## config.mk

```make
export PLATFORM = sky130hd
export DESIGN_NAME = timer_control_flat
export DESIGN_NICKNAME = d
export VERILOG_FILES = /design/src/rtl/timer_control_if.sv /design/src/rtl/timer_control.sv /design/src/flat_wrapper.sv
export SDC_FILE = /design/constraint.sdc
export NUM_CORES = 1
export LEC_CHECK = 0
export BUFFER_PORTS_ARGS = -buffer_cell sky130_fd_sc_hd__buf_2
export CORE_UTILIZATION = 35
export CTS_CLUSTER_DIAMETER = 50
export CTS_CLUSTER_SIZE = 28
export DETAILED_ROUTE_END_ITERATION = 10
export SETUP_SLACK_MARGIN = 0.2
export SYNTH_ARGS = -nofsm -noshare
export SYNTH_HDL_FRONTEND = slang
export SYNTH_SLANG_ARGS = --single-unit
```

## constraint.sdc

```tcl
create_clock -name clk -period 1.8 [get_ports clk]
set_input_delay 0.36 -clock clk [delete_from_list [all_inputs] [get_ports clk]]
set_output_delay 0.36 -clock clk [all_outputs]
set_load 0.1 [all_outputs]
```

## src/rtl/timer_control_if.sv

```systemverilog
// Signal bundle between the timer sequencer and its neighbours: debounced buttons
// and countdown status coming in, preset/strobes/status going out.
interface timer_control_if;
   logic        start_p;
   logic        incr_p;
   logic        mode;
   logic        count_zero;
   logic [15:0] preset;
   logic        load;
   logic        tick;
   logic [2:0]  state;
   logic        alarm;
   logic        blink;

   modport master (
      output start_p, incr_p, mode, count_zero,
      input  preset, load, tick, state, alarm, blink
   );

   modport slave (
      input  start_p, incr_p, mode, count_zero,
      output preset, load, tick, state, alarm, blink
   );
endinterface

```

## src/rtl/timer_control.sv

```systemverilog
// Countdown timer sequencer: BCD MM:SS preset editing, load strobe, 1 Hz tick
// generation with pause/resume, and a timed blinking alarm at 00:00.
//
// state   | meaning
// IDLE    | waiting; mode enters SET, start_p launches RUN
// SET     | incr_p edits preset; leaving emits load
// RUN     | prescaler counting, tick on each wrap
// PAUSE   | prescaler frozen, phase kept for resume
// EXPIRED | alarm on, blink toggles per wrap, auto-return after ALARM_TICKS
module timer_control #(
   parameter int unsigned TICK_DIV    = 50000000,
   parameter int unsigned ALARM_TICKS = 10
) (
   input  logic           clk,
   input  logic           reset,
   timer_control_if.slave bus
);

   localparam logic [2:0] IDLE    = 3'b000;
   localparam logic [2:0] SET     = 3'b001;
   localparam logic [2:0] RUN     = 3'b010;
   localparam logic [2:0] PAUSE   = 3'b011;
   localparam logic [2:0] EXPIRED = 3'b100;

   localparam int PW = $clog2(TICK_DIV);
   localparam int WW = (ALARM_TICKS > 1) ? $clog2(ALARM_TICKS) : 1;
   localparam logic [PW-1:0] PRESC_LAST = PW'(TICK_DIV - 1);
   localparam logic [WW-1:0] WRAP_LAST  = WW'(ALARM_TICKS - 1);

   logic [2:0]    state_q,  state_d;
   logic [15:0]   preset_q, preset_d;
   logic [PW-1:0] presc_q,  presc_d;
   logic [WW-1:0] wrap_q,   wrap_d;
   logic          load_q,   load_d;
   logic          tick_q,   tick_d;
   logic          alarm_q,  alarm_d;
   logic          blink_q,  blink_d;
   logic          presc_wrap;

   // Ripple-carry BCD increment of MM:SS; 59:59 rolls over to 00:00.
   function automatic logic [15:0] bcd_incr(input logic [15:0] v);
      logic [15:0] r;
      r = v;
      if (v[3:0] != 4'd9) begin
         r[3:0] = v[3:0] + 4'd1;
      end else begin
         r[3:0] = 4'd0;
         if (v[7:4] != 4'd5) begin
            r[7:4] = v[7:4] + 4'd1;
         end else begin
            r[7:4] = 4'd0;
            if (v[11:8] != 4'd9) begin
               r[11:8] = v[11:8] + 4'd1;
            end else begin
               r[11:8]  = 4'd0;
               r[15:12] = (v[15:12] != 4'd5) ? v[15:12] + 4'd1 : 4'd0;
            end
         end
      end
      return r;
   endfunction

   always_comb begin
      state_d    = state_q;
      preset_d   = preset_q;
      presc_d    = presc_q;
      wrap_d     = wrap_q;
      blink_d    = blink_q;
      load_d     = 1'b0;
      tick_d     = 1'b0;
      presc_wrap = (presc_q == PRESC_LAST);

      case (state_q)
         IDLE: begin
            presc_d = '0;
            wrap_d  = '0;
            blink_d = 1'b0;
            if (bus.mode) begin
               state_d = SET;
            end else if (bus.start_p && !bus.count_zero) begin
               state_d = RUN;
            end
         end
         SET: begin
            presc_d = '0;
            if (bus.incr_p) begin
               preset_d = bcd_incr(preset_q);
            end
            if (!bus.mode) begin
               state_d = IDLE;
               load_d  = 1'b1;
            end
         end
         RUN: begin
            // count_zero wins over a coincident wrap so no tick follows 00:00.
            if (bus.count_zero) begin
               state_d = EXPIRED;
               presc_d = '0;
               wrap_d  = '0;
               blink_d = 1'b0;
            end else if (bus.start_p) begin
               state_d = PAUSE;
            end else if (presc_wrap) begin
               presc_d = '0;
               tick_d  = 1'b1;
            end else begin
               presc_d = presc_q + 1'b1;
            end
         end
         PAUSE: begin
            if (bus.start_p) begin
               state_d = RUN;
            end else if (bus.mode) begin
               state_d = SET;
               presc_d = '0;
            end
         end
         EXPIRED: begin
            if (bus.start_p || bus.mode) begin
               state_d = bus.start_p ? IDLE : SET;
               presc_d = '0;
               wrap_d  = '0;
               blink_d = 1'b0;
            end else if (presc_wrap) begin
               presc_d = '0;
               if (wrap_q == WRAP_LAST) begin
                  state_d = IDLE;
                  wrap_d  = '0;
                  blink_d = 1'b0;
               end else begin
                  wrap_d  = wrap_q + 1'b1;
                  blink_d = !blink_q;
               end
            end else begin
               presc_d = presc_q + 1'b1;
            end
         end
         default: begin
            state_d = IDLE;
            presc_d = '0;
            wrap_d  = '0;
            blink_d = 1'b0;
         end
      endcase

      alarm_d = (state_d == EXPIRED);
   end

   always_ff @(posedge clk or posedge reset) begin
      if (reset) begin
         state_q  <= IDLE;
         preset_q <= '0;
         presc_q  <= '0;
         wrap_q   <= '0;
         load_q   <= 1'b0;
         tick_q   <= 1'b0;
         alarm_q  <= 1'b0;
         blink_q  <= 1'b0;
      end else begin
         state_q  <= state_d;
         preset_q <= preset_d;
         presc_q  <= presc_d;
         wrap_q   <= wrap_d;
         load_q   <= load_d;
         tick_q   <= tick_d;
         alarm_q  <= alarm_d;
         blink_q  <= blink_d;
      end
   end

   assign bus.state  = state_q;
   assign bus.preset = preset_q;
   assign bus.load   = load_q;
   assign bus.tick   = tick_q;
   assign bus.alarm  = alarm_q;
   assign bus.blink  = blink_q;

endmodule

```

## src/flat_wrapper.sv

```systemverilog
// flat-port wrapper written by rule: the top's interface ports become plain ports
module timer_control_flat 
#(
   parameter int unsigned TICK_DIV    = 50000000,
   parameter int unsigned ALARM_TICKS = 10
)
  (clk, reset, bus_start_p, bus_incr_p, bus_mode, bus_count_zero, bus_preset, bus_load, bus_tick, bus_state, bus_alarm, bus_blink);
  timer_control_if bus_i ();
  input  logic clk;
  input  logic reset;
  input wire logic [$bits(bus_i.start_p)-1:0] bus_start_p;
  input wire logic [$bits(bus_i.incr_p)-1:0] bus_incr_p;
  input wire logic [$bits(bus_i.mode)-1:0] bus_mode;
  input wire logic [$bits(bus_i.count_zero)-1:0] bus_count_zero;
  output wire logic [$bits(bus_i.preset)-1:0] bus_preset;
  output wire logic [$bits(bus_i.load)-1:0] bus_load;
  output wire logic [$bits(bus_i.tick)-1:0] bus_tick;
  output wire logic [$bits(bus_i.state)-1:0] bus_state;
  output wire logic [$bits(bus_i.alarm)-1:0] bus_alarm;
  output wire logic [$bits(bus_i.blink)-1:0] bus_blink;
  assign bus_i.start_p = bus_start_p;
  assign bus_i.incr_p = bus_incr_p;
  assign bus_i.mode = bus_mode;
  assign bus_i.count_zero = bus_count_zero;
  assign bus_preset = bus_i.preset;
  assign bus_load = bus_i.load;
  assign bus_tick = bus_i.tick;
  assign bus_state = bus_i.state;
  assign bus_alarm = bus_i.alarm;
  assign bus_blink = bus_i.blink;
  timer_control #(.TICK_DIV(TICK_DIV), .ALARM_TICKS(ALARM_TICKS)) u_core (.clk(clk), .reset(reset), .bus(bus_i));
endmodule
```

==> metrics.log, run 1 <==
[metrics] area enclosed by the die boundary: slightly below 9000 um2
[metrics] Syn Nets: 309
[metrics] I/O pin total: 29
[metrics] number of filler cells placed in the layout: 709
[metrics] VDD IR-drop max: about 500 uV
[metrics] buffers from clock root to sink, at most: 2
[metrics] final period utilization: 105%
[metrics] Sinks on Clock Net: 53
[metrics] maximum single-stage delay on the critical path: ~550 ps
[metrics] violations in the final reports: negative setup slack
[metrics] register bit total from synthesis: 53
[metrics] power per cell area: 1060 nW/um2
[metrics] fraction of final layout cells sized beyond drive strength 1: 42.4%
[metrics] signal arrival time at the worst endpoint: 2090 ps
[metrics] most common library cell in the layout ignoring fill and taps: buf_4
[metrics] overall overflow remaining after global route: 0
[metrics] Root Buffer: clkbuf_8
[metrics] cell breakdown of the critical path: or4b_4 > nor4_4 > buf_4 > a21oi_2 > nor2_2 > mux2_4
[metrics] die width: 93.0 um
[metrics] total of max-cap violations: 0
[metrics] number of buffers created by CTS: 5
[metrics] achievable clock frequency: about 530 MHz
[metrics] combined global-route utilization of all metal layers: between 15 and 20%
[metrics] total area of multi-input combinational cells: ~1800 um2
[metrics] GP Congestion: 0.775
[metrics] RSZ-0062 raised after global routing: yes
[metrics] total length of routed wires: 6.83 mm
[metrics] post-route DRC violation count: 0
[metrics] final number of max-transition violations: 0
[metrics] average wire per standard cell: roughly 14 um
[metrics] post-place setup slack: -150 ps
[metrics] y dimension of the die: slightly above 90 um
[metrics] Final Total Pwr: around 0.0043 W
[metrics] nature of the critical path endpoint: flop
[metrics] Max-Slew Margin vs Limit: between 60% and 70%
[metrics] type of origin of the critical path: flop
[metrics] Net count, final: roughly 400
[metrics] post-layout min period: approximately 1900 ps
[metrics] wire length of the first global-routing pass: between 10 and 15 mm
[metrics] actual transition at the worst max-transition pin: between 500 and 600 ps
[metrics] half-perimeter wire length after detailed placement: between 4 and 5 mm
[metrics] Placeable Area: 7850 um2
[metrics] count of placed standard cells in the final layout, fillers left out: ~500
[metrics] hold-fix buffers at CTS: 0
[metrics] via count: approximately 2500
[metrics] Post-Place Cells: 468
[metrics] Clock Pin Slew Worst Setup and Hold Paths: about 100 ps
[metrics] antenna violations before repair: 0
[metrics] number of cells produced by synthesis: 300
[metrics] effective utilization at floorplan: a little under two fifths
[metrics] initial DRC count: slightly above 100
[metrics] post-synthesis average cell area: about 9.7 um2
[metrics] most used cells in the layout excluding fill and tap cells: 64 x buf_4, 47 x dfrtp_1, 22 x nand2_1, 22 x nor2_1, 13 x buf_2
[metrics] unique cell type count in the Yosys netlist: 52
[metrics] Syn-to-layout area delta: 40.8%
[metrics] largest net degree at the start of global routing: 54
[metrics] Port Buffers: 28
[metrics] number of setup violations in the final report: 18
[metrics] Yosys warning count: 0
[metrics] ANT cells: 0
[metrics] number of antenna-violating nets in the routed design: 0
[metrics] slack of the worst reg-to-reg path: -90 ps
[metrics] part of the Yosys area used for sequential elements: around 46%
[metrics] final setup skew: around 15 ps
[metrics] slowest library cell on the worst path: or4b_4
[metrics] Mapped Area: ~2900 um2
[metrics] row count: 32
[metrics] type of the worst setup path: flop to flop
[metrics] crit path max fanout: 3
[metrics] htree depth: 2
[metrics] Avg Vias per Cell: between 5 and 6
[metrics] number of global-route vias before repair: 2488
[metrics] P_leak: 1.86 nW
[metrics] WP data required: approximately 2000 ps
[metrics] utilization after layout: roughly half
[metrics] path category of the worst min-delay check: input pin to asynchronous set/reset pin
[metrics] source-to-sink clock delay at the later pin of the worst-skew pair: between 300 and 400 ps
[metrics] Final Hold Vio Count: 0
[metrics] drt pass-1 iters: 4
[metrics] crit path setup slack, layout: -87.2 ps
[metrics] combined flip-flop and latch cell area: 1330 um2
[metrics] outcome: finished with violations
[metrics] TritonCTS clock tree: built
## kinds of logic after synthesis
family | count (synthesis) | synth area share (%)
AO/OA/AOI/OAI | 66 | 15.5
multiplexers | 7 | 2.55
adder cells (fa/ha/maj) | 3 | 1.30
buffers and inverters | 20 | 3.24
AND/OR/NAND/NOR | 134 | 26.5
XOR/XNOR | 17 | 5.14
flip-flops | 53 | 45.8
## repair_timing
item                                    in CTS  in global routing
setup buffers                                9                  4
hold endpoints to repair                     0                  0
pin swaps                                   16                 14
endpoints found under the setup margin      49                 51
gates resized for setup                     35                 31
## cells in the mapped netlist (all sizes together)
master / instances / share of area (%)
a2bb2oi: 1 / 0.30
nor4b: 2 / 0.60
a21o: 6 / 1.6
mux2: 3 / 1.2
and3: 8 / 1.7
nand3b: 2 / 0.52
xor2: 11 / 3.3
nand4bb: 1 / 0.39
a22o: 7 / 2.1
nand4b: 1 / 0.30
o221ai: 2 / 0.60
clkbuf: 5 / 0.65
xnor2: 6 / 1.8
or3: 2 / 0.43
o21ai: 19 / 3.3
o2111ai: 6 / 1.8
nor2: 26 / 3.8
o22ai: 1 / 0.22
buf: 9 / 1.8
nor3: 5 / 1.0
nor4: 6 / 2.2
a41oi: 1 / 0.30
or2: 1 / 0.22
nor3b: 4 / 1.0
a21oi: 6 / 1.2
nand2: 25 / 3.2
and2: 5 / 1.1
a211oi: 1 / 0.26
nand3: 19 / 3.3
ha: 3 / 1.3
nor4bb: 1 / 0.35
nor2b: 7 / 1.5
nand4: 3 / 0.65
and4: 4 / 1.2
o31ai: 4 / 1.0
o211ai: 7 / 1.8
or4b: 1 / 0.47
mux2i: 4 / 1.4
a31oi: 5 / 1.1
dfrtp: 53 / 46
inv: 6 / 0.78
nand2b: 11 / 2.4
## worst paths after layout
kind | from | cells past startpoint | end
max in group asynchronous | reset | 3 | u_core.bus.state[2]
hold reg to reg | u_core.bus.preset[8] | 1 | u_core.bus.preset[8]
setup reg to reg | u_core.presc_q[11] | 6 | u_core.wrap_q[1]
setup / recovery | u_core.presc_q[11] | 6 | u_core.wrap_q[1]
hold / removal | reset | 3 | u_core.bus.preset[5]
min in group clk | bus_mode | 2 | u_core.bus.load
## through the flow
stage / setup TNS, ps / instance area, um2 / hold slack (ps)
CTS: -461 / 3910 / 113
global route: -2660 / 4080 / 127
finish: -700 / 4080 / 96.7
floorplan: -4370 / 3020 / 421
global placement: -2400 / 3590 / 460
detailed placement: -3050 / 3590 / 460
## power by group
part | switching [W] | total [W] | internal (W)
registers | 0.000118 | 0.00143 | 0.00131
logic | 0.00144 | 0.00209 | 0.000649
clock network | 0.000412 | 0.000829 | 0.000417
## per-layer routing
metal / vias up / track usage [%] / wire length [um]
li1: 1264 / - / -
met1: 1230 / 21.4 / 3100
met2: 37 / 28.7 / 3470
met3: 7 / 2.76 / 191
met4: 0 / 4.36 / 68
met5: - / 0 / 0
## critical path, delay by kind of cell, from the launching register on
family	cells	cell delay (ps)
buf+inv	1	170
simple gates	3	880
compound gates	1	50
flops	1	390
mux	1	310
## flip-flops by register name, indices dropped and copies added (netlist names)
| register | count |
|---|---|
| u_core.bus.alarm | 1 |
| u_core.bus.blink | 1 |
| u_core.bus.load | 1 |
| u_core.bus.preset | 16 |
| u_core.bus.state | 3 |
| u_core.bus.tick | 1 |
| u_core.presc_q | 26 |
| u_core.wrap_q | 4 |
## cell type report
class / instances / share of cell area (%)
tap: 102 / 3.13
multi-input combinational: 227 / 43.3
inverter: 6 / 0.644
clock inverter: 3 / 1.13
clock buffer: 5 / 1.69
timing repair buffer: 93 / 17.4
sequential: 53 / 32.7
Note: power is estimated with default switching activity, not from simulation.
==> inputs of run 2 (changes only) <==
--- a/config.mk
+++ b/config.mk
@@ -5,6 +5,7 @@
 export SDC_FILE = /design/constraint.sdc
 export NUM_CORES = 1
 export LEC_CHECK = 0
+export ABC_AREA = 1
 export BUFFER_PORTS_ARGS = -buffer_cell sky130_fd_sc_hd__buf_2
 export CORE_UTILIZATION = 35
 export CTS_CLUSTER_DIAMETER = 50
==> metrics.log, run 2 <==
[metrics] share of power burned in combinational logic: 49.7% (+1.6 points)
[metrics] number of global-route vias before repair: 2611 (+4.9%)
[metrics] fraction of final layout cells sized beyond drive strength 1: 24.0% (-18 points)
[metrics] biggest area consumer among synthesized cells: dfrtp_1
[metrics] power per cell area: 1120 nW/um2 (+5.7%)
[metrics] most common cell in the netlist: nand2_1
[metrics] Clk pwr share: 15.6% (-3.5 points)
[metrics] ANT cells: 0 (unchanged)
[metrics] cell mode on critical path: nand2_2
[metrics] Synth Flop Type: dfrtp_1
[metrics] RSZ-0062 raised after global routing: yes
[metrics] most used cells in the layout excluding fill and tap cells: 110 x nand2_1, 64 x nor2_1, 55 x inv_1
[metrics] cell breakdown of the critical path: ha_2 > nand3_4 > inv_2 > nand2_2 > nor2_2 > nand2_2 > a21oi_4 > buf_12 > clkbuf_16 > nor2_1
[metrics] overall overflow remaining after global route: 0 (unchanged)
[metrics] slowest library cell on the worst path: dfrtp_1
[metrics] Yosys warning count: 0 (unchanged)
[metrics] row count: 33 (+3.1%)
[metrics] proportion of register bits with asynchronous set or reset after synthesis: 100% (unchanged)
[metrics] effective utilization at floorplan: 36.8% (-0.16 points)
[metrics] nature of the critical path endpoint: flop
[metrics] I/O pin total: 29 (unchanged)
[metrics] combined global-route utilization of all metal layers: 17.2% (+0.60 points)
[metrics] NetSw: 0.00214 W (+8.6%)
[metrics] Sinks on Clock Net: 53 (unchanged)
[metrics] total length of routed wires: 7.39 mm (+8.2%)
[metrics] VDD IR-drop max: 643 uV (+30%)
[metrics] Post-Place Cells: 573 (+22%)
[metrics] crit path max fanout: 4 (+1)
[metrics] number of buffers created by CTS: 5 (unchanged)
[metrics] Final Hold Vio Count: 0 (unchanged)
[metrics] htree depth: 2 (unchanged)
[metrics] Syn-to-layout area delta: 25.5%
[metrics] achievable clock frequency: 606 MHz (+14%)
[metrics] Largest delay share family, worst path: simple AND/OR/NAND/NOR gates
[metrics] hold-fix buffers at CTS: 0 (unchanged)
[metrics] top area cells in the synthesized netlist: dfrtp_1 43%, nand2_1 14%, nor2_1 10%, inv_1 7.4%, xor2_1 4.8%
[metrics] unique cell type count in the Yosys netlist: 24 (-54%)
[metrics] post-synthesis average cell area: 7.07 um2 (-27%)
[metrics] part of the Yosys area used for sequential elements: 43.0% (-2.7 points)
[metrics] count of placed standard cells in the final layout, fillers left out: 593 (+21%)
[metrics] drt pass-1 iters: 4 (unchanged)
[metrics] total of max-cap violations: 0 (unchanged)
[metrics] number of enable flip-flop cells after synthesis: 0 (unchanged)
[metrics] Port Buffers: 28 (unchanged)
[metrics] Max-Slew Margin vs Limit: 54.0% (-9.1 points)
[metrics] Avg Vias per Cell: 4.92 (-5.1%)
[metrics] number of setup violations in the final report: 0 (-18)
[metrics] source-to-sink clock delay at the later pin of the worst-skew pair: 310 ps (about the same)
[metrics] Placeable Area: 8380 um2 (+6.8%)
[metrics] actual transition at the worst max-transition pin: 689 ps (+138 ps)
[metrics] Net count, final: 496 (+26%)
[metrics] Sw Share: 49.2% (+3.8 points)
[metrics] register name with the most flops: u_core.presc_q
[metrics] type of origin of the critical path: flop
[metrics] P_leak: 1.70 nW (-8.5%)
[metrics] largest net degree at the start of global routing: 31 (-43%)
[metrics] Clock Pin Slew Worst Setup and Hold Paths: 100 ps (about the same)
[metrics] leading cell types by count after synthesis: 116 x nand2_1, 82 x nor2_1, 61 x inv_1, 53 x dfrtp_1, 28 x nand3_1
[metrics] TritonCTS clock tree: built
[metrics] Root Buffer: clkbuf_8
[metrics] register bit total from synthesis: 53 (unchanged)
[metrics] area share of the leading cell type in the synthesized netlist: 43.0% (-2.7 points)
[metrics] y dimension of the die: 95.8 um (+3.1%)
[metrics] number of flip-flops in the largest register: 26 (unchanged)
[metrics] internal power component: 0.00221 W (-6.9%)
[metrics] signal arrival time at the worst endpoint: 1860 ps (-230 ps)
[metrics] final period utilization: 91.7% (-13 points)
[metrics] die width: 95.8 um (+3.1%)
[metrics] area enclosed by the die boundary: 9180 um2 (+6.2%)
[metrics] type of the worst setup path: flop to flop
[metrics] final number of max-transition violations: 0 (unchanged)
[metrics] maximum single-stage delay on the critical path: 380 ps (-170 ps)
[metrics] WP data required: 2010 ps (about the same)
[metrics] half-perimeter wire length after detailed placement: 5.25 mm (+13%)
[metrics] wire length of the first global-routing pass: 12.2 mm (+6.9%)
[metrics] path category of the worst min-delay check: input pin to asynchronous set/reset pin
[metrics] Final Total Pwr: 0.00435 W (+0.13%)
[metrics] number of cells produced by synthesis: 436 (+45%)
[metrics] final sum of negative setup slack: 0 ps (+700 ps)
[metrics] post-route DRC violation count: 0 (unchanged)
[metrics] post-layout min period: 1650 ps (-237 ps)
[metrics] outcome: complete, no violations
[metrics] antenna violations before repair: 0 (unchanged)
[metrics] via count: 2920 (+15%)
[metrics] number of antenna-violating nets in the routed design: 0 (unchanged)
[metrics] average wire per standard cell: 12.5 um (-11%)
[metrics] initial DRC count: 138 (+37%)
[metrics] number of buffers and inverters on the critical path: 3 (+2)
[metrics] Post-Route Hold Slack: 140 ps (+43.3 ps)
[metrics] Syn Nets: 445 (+44%)
[metrics] GP Congestion: 0.875 (+13%)
[metrics] buffers from clock root to sink, at most: 2 (unchanged)
[metrics] sequential cell fraction of total power: 34.6% (+1.8 points)
[metrics] number of filler cells placed in the layout: 858 (+21%)
[metrics] final setup skew: 9.55 ps (-4.99 ps)
[metrics] most common library cell in the layout ignoring fill and taps: nand2_1
[metrics] Mapped Area: 3080 um2 (+6.3%)
[run 2: changes by cell type after synthesis, moves of 7 or more]
cell	previous run	this run
a22o_1	7	0
and3_1	8	0
inv_1	6	61
nand2_1	25	116
nand2b_1	11	0
nand3_1	19	28
nand4_1	3	18
nor2_1	23	82
nor2b_1	7	0
nor3_1	4	12
[run 2: final cells by class]
cell class / count / area, um2 / share of cell area (%)
Clock buffer: 7 / 76.3 / 1.97
Tap cell: 105 / 131 / 3.40
Timing Repair Buffer: 47 / 367 / 9.48
Clock inverter: 1 / 7.51 / 0.194
Multi-Input combinational cell: 319 / 1690 / 43.7
Inverter: 61 / 238 / 6.15
Sequential cell: 53 / 1360 / 35.1
[run 2: final timing paths]
| kind | start | to | slack, ps | cells past startpoint |
|---|---|---|---|---|
| max | u_core.presc_q[0] | u_core.presc_q[23] | 150 | 10 |
| max in group asynchronous | reset | u_core.presc_q[11] | 1020 | 3 |
| min reg2reg | u_core.bus.preset[10] | u_core.bus.preset[10] | 500 | 1 |
| min in group clk | bus_start_p | u_core.bus.tick | 260 | 2 |
| min | reset | u_core.bus.preset[1] | 140 | 2 |
| max reg2reg | u_core.presc_q[0] | u_core.presc_q[23] | 150 | 10 |
[run 2: kinds of logic after synthesis]
family | count (synthesis) | share of synthesized area (%)
AOI/OAI and AO/OA | 36 | 6.62
adders and majority gates | 3 | 1.22
DFF | 53 | 43.0
buffers and inverters | 64 | 8.28
and+or+nand+nor | 263 | 36.0
xor gates and xnor gates | 17 | 4.83
[run 2: stage by stage]
| step | util (%) | setup WS [ps] | cell area [um2] |
|---|---|---|---|
| 2_1_floorplan | - | 184 | 3180 |
| 4_1_cts | 44.3 | 171 | 3710 |
| 3_3_place_gp | 41.8 | 140 | 3500 |
| 6_report | 46.1 | 150 | 3870 |
| 3_5_place_dp | 41.8 | 83.0 | 3500 |
| 5_1_grt | 46.1 | 63.8 | 3870 |
[run 2: what timing repair did]
| item | CTS | global route |
|---|---|---|
| buffers inserted | 7 | 3 |
| cloned | 1 | 1 |
| resized for setup | 13 | 34 |
| setup endpoints to repair | 32 | 37 |
| pin swaps | 4 | 6 |
[run 2: routing by layer]
layer / routed length [um] / up-vias / global-route usage [%]
li1: - / 1481 / -
met1: 3530 / 1369 / 23.1
met2: 3500 / 60 / 28.0
met3: 241 / 10 / 2.69
met4: 119 / 0 / 6.09
met5: 0 / - / 0
[run 2: power groups by stage]
stage               Sequential [W]  Clock, W  Combinational [W]
finish                     0.00150  0.000680            0.00216
global route               0.00152  0.000758            0.00230
CTS                        0.00150  0.000708            0.00202
detailed placement         0.00153         0            0.00184
global placement           0.00152         0            0.00183
floorplan                  0.00239         0           0.000608
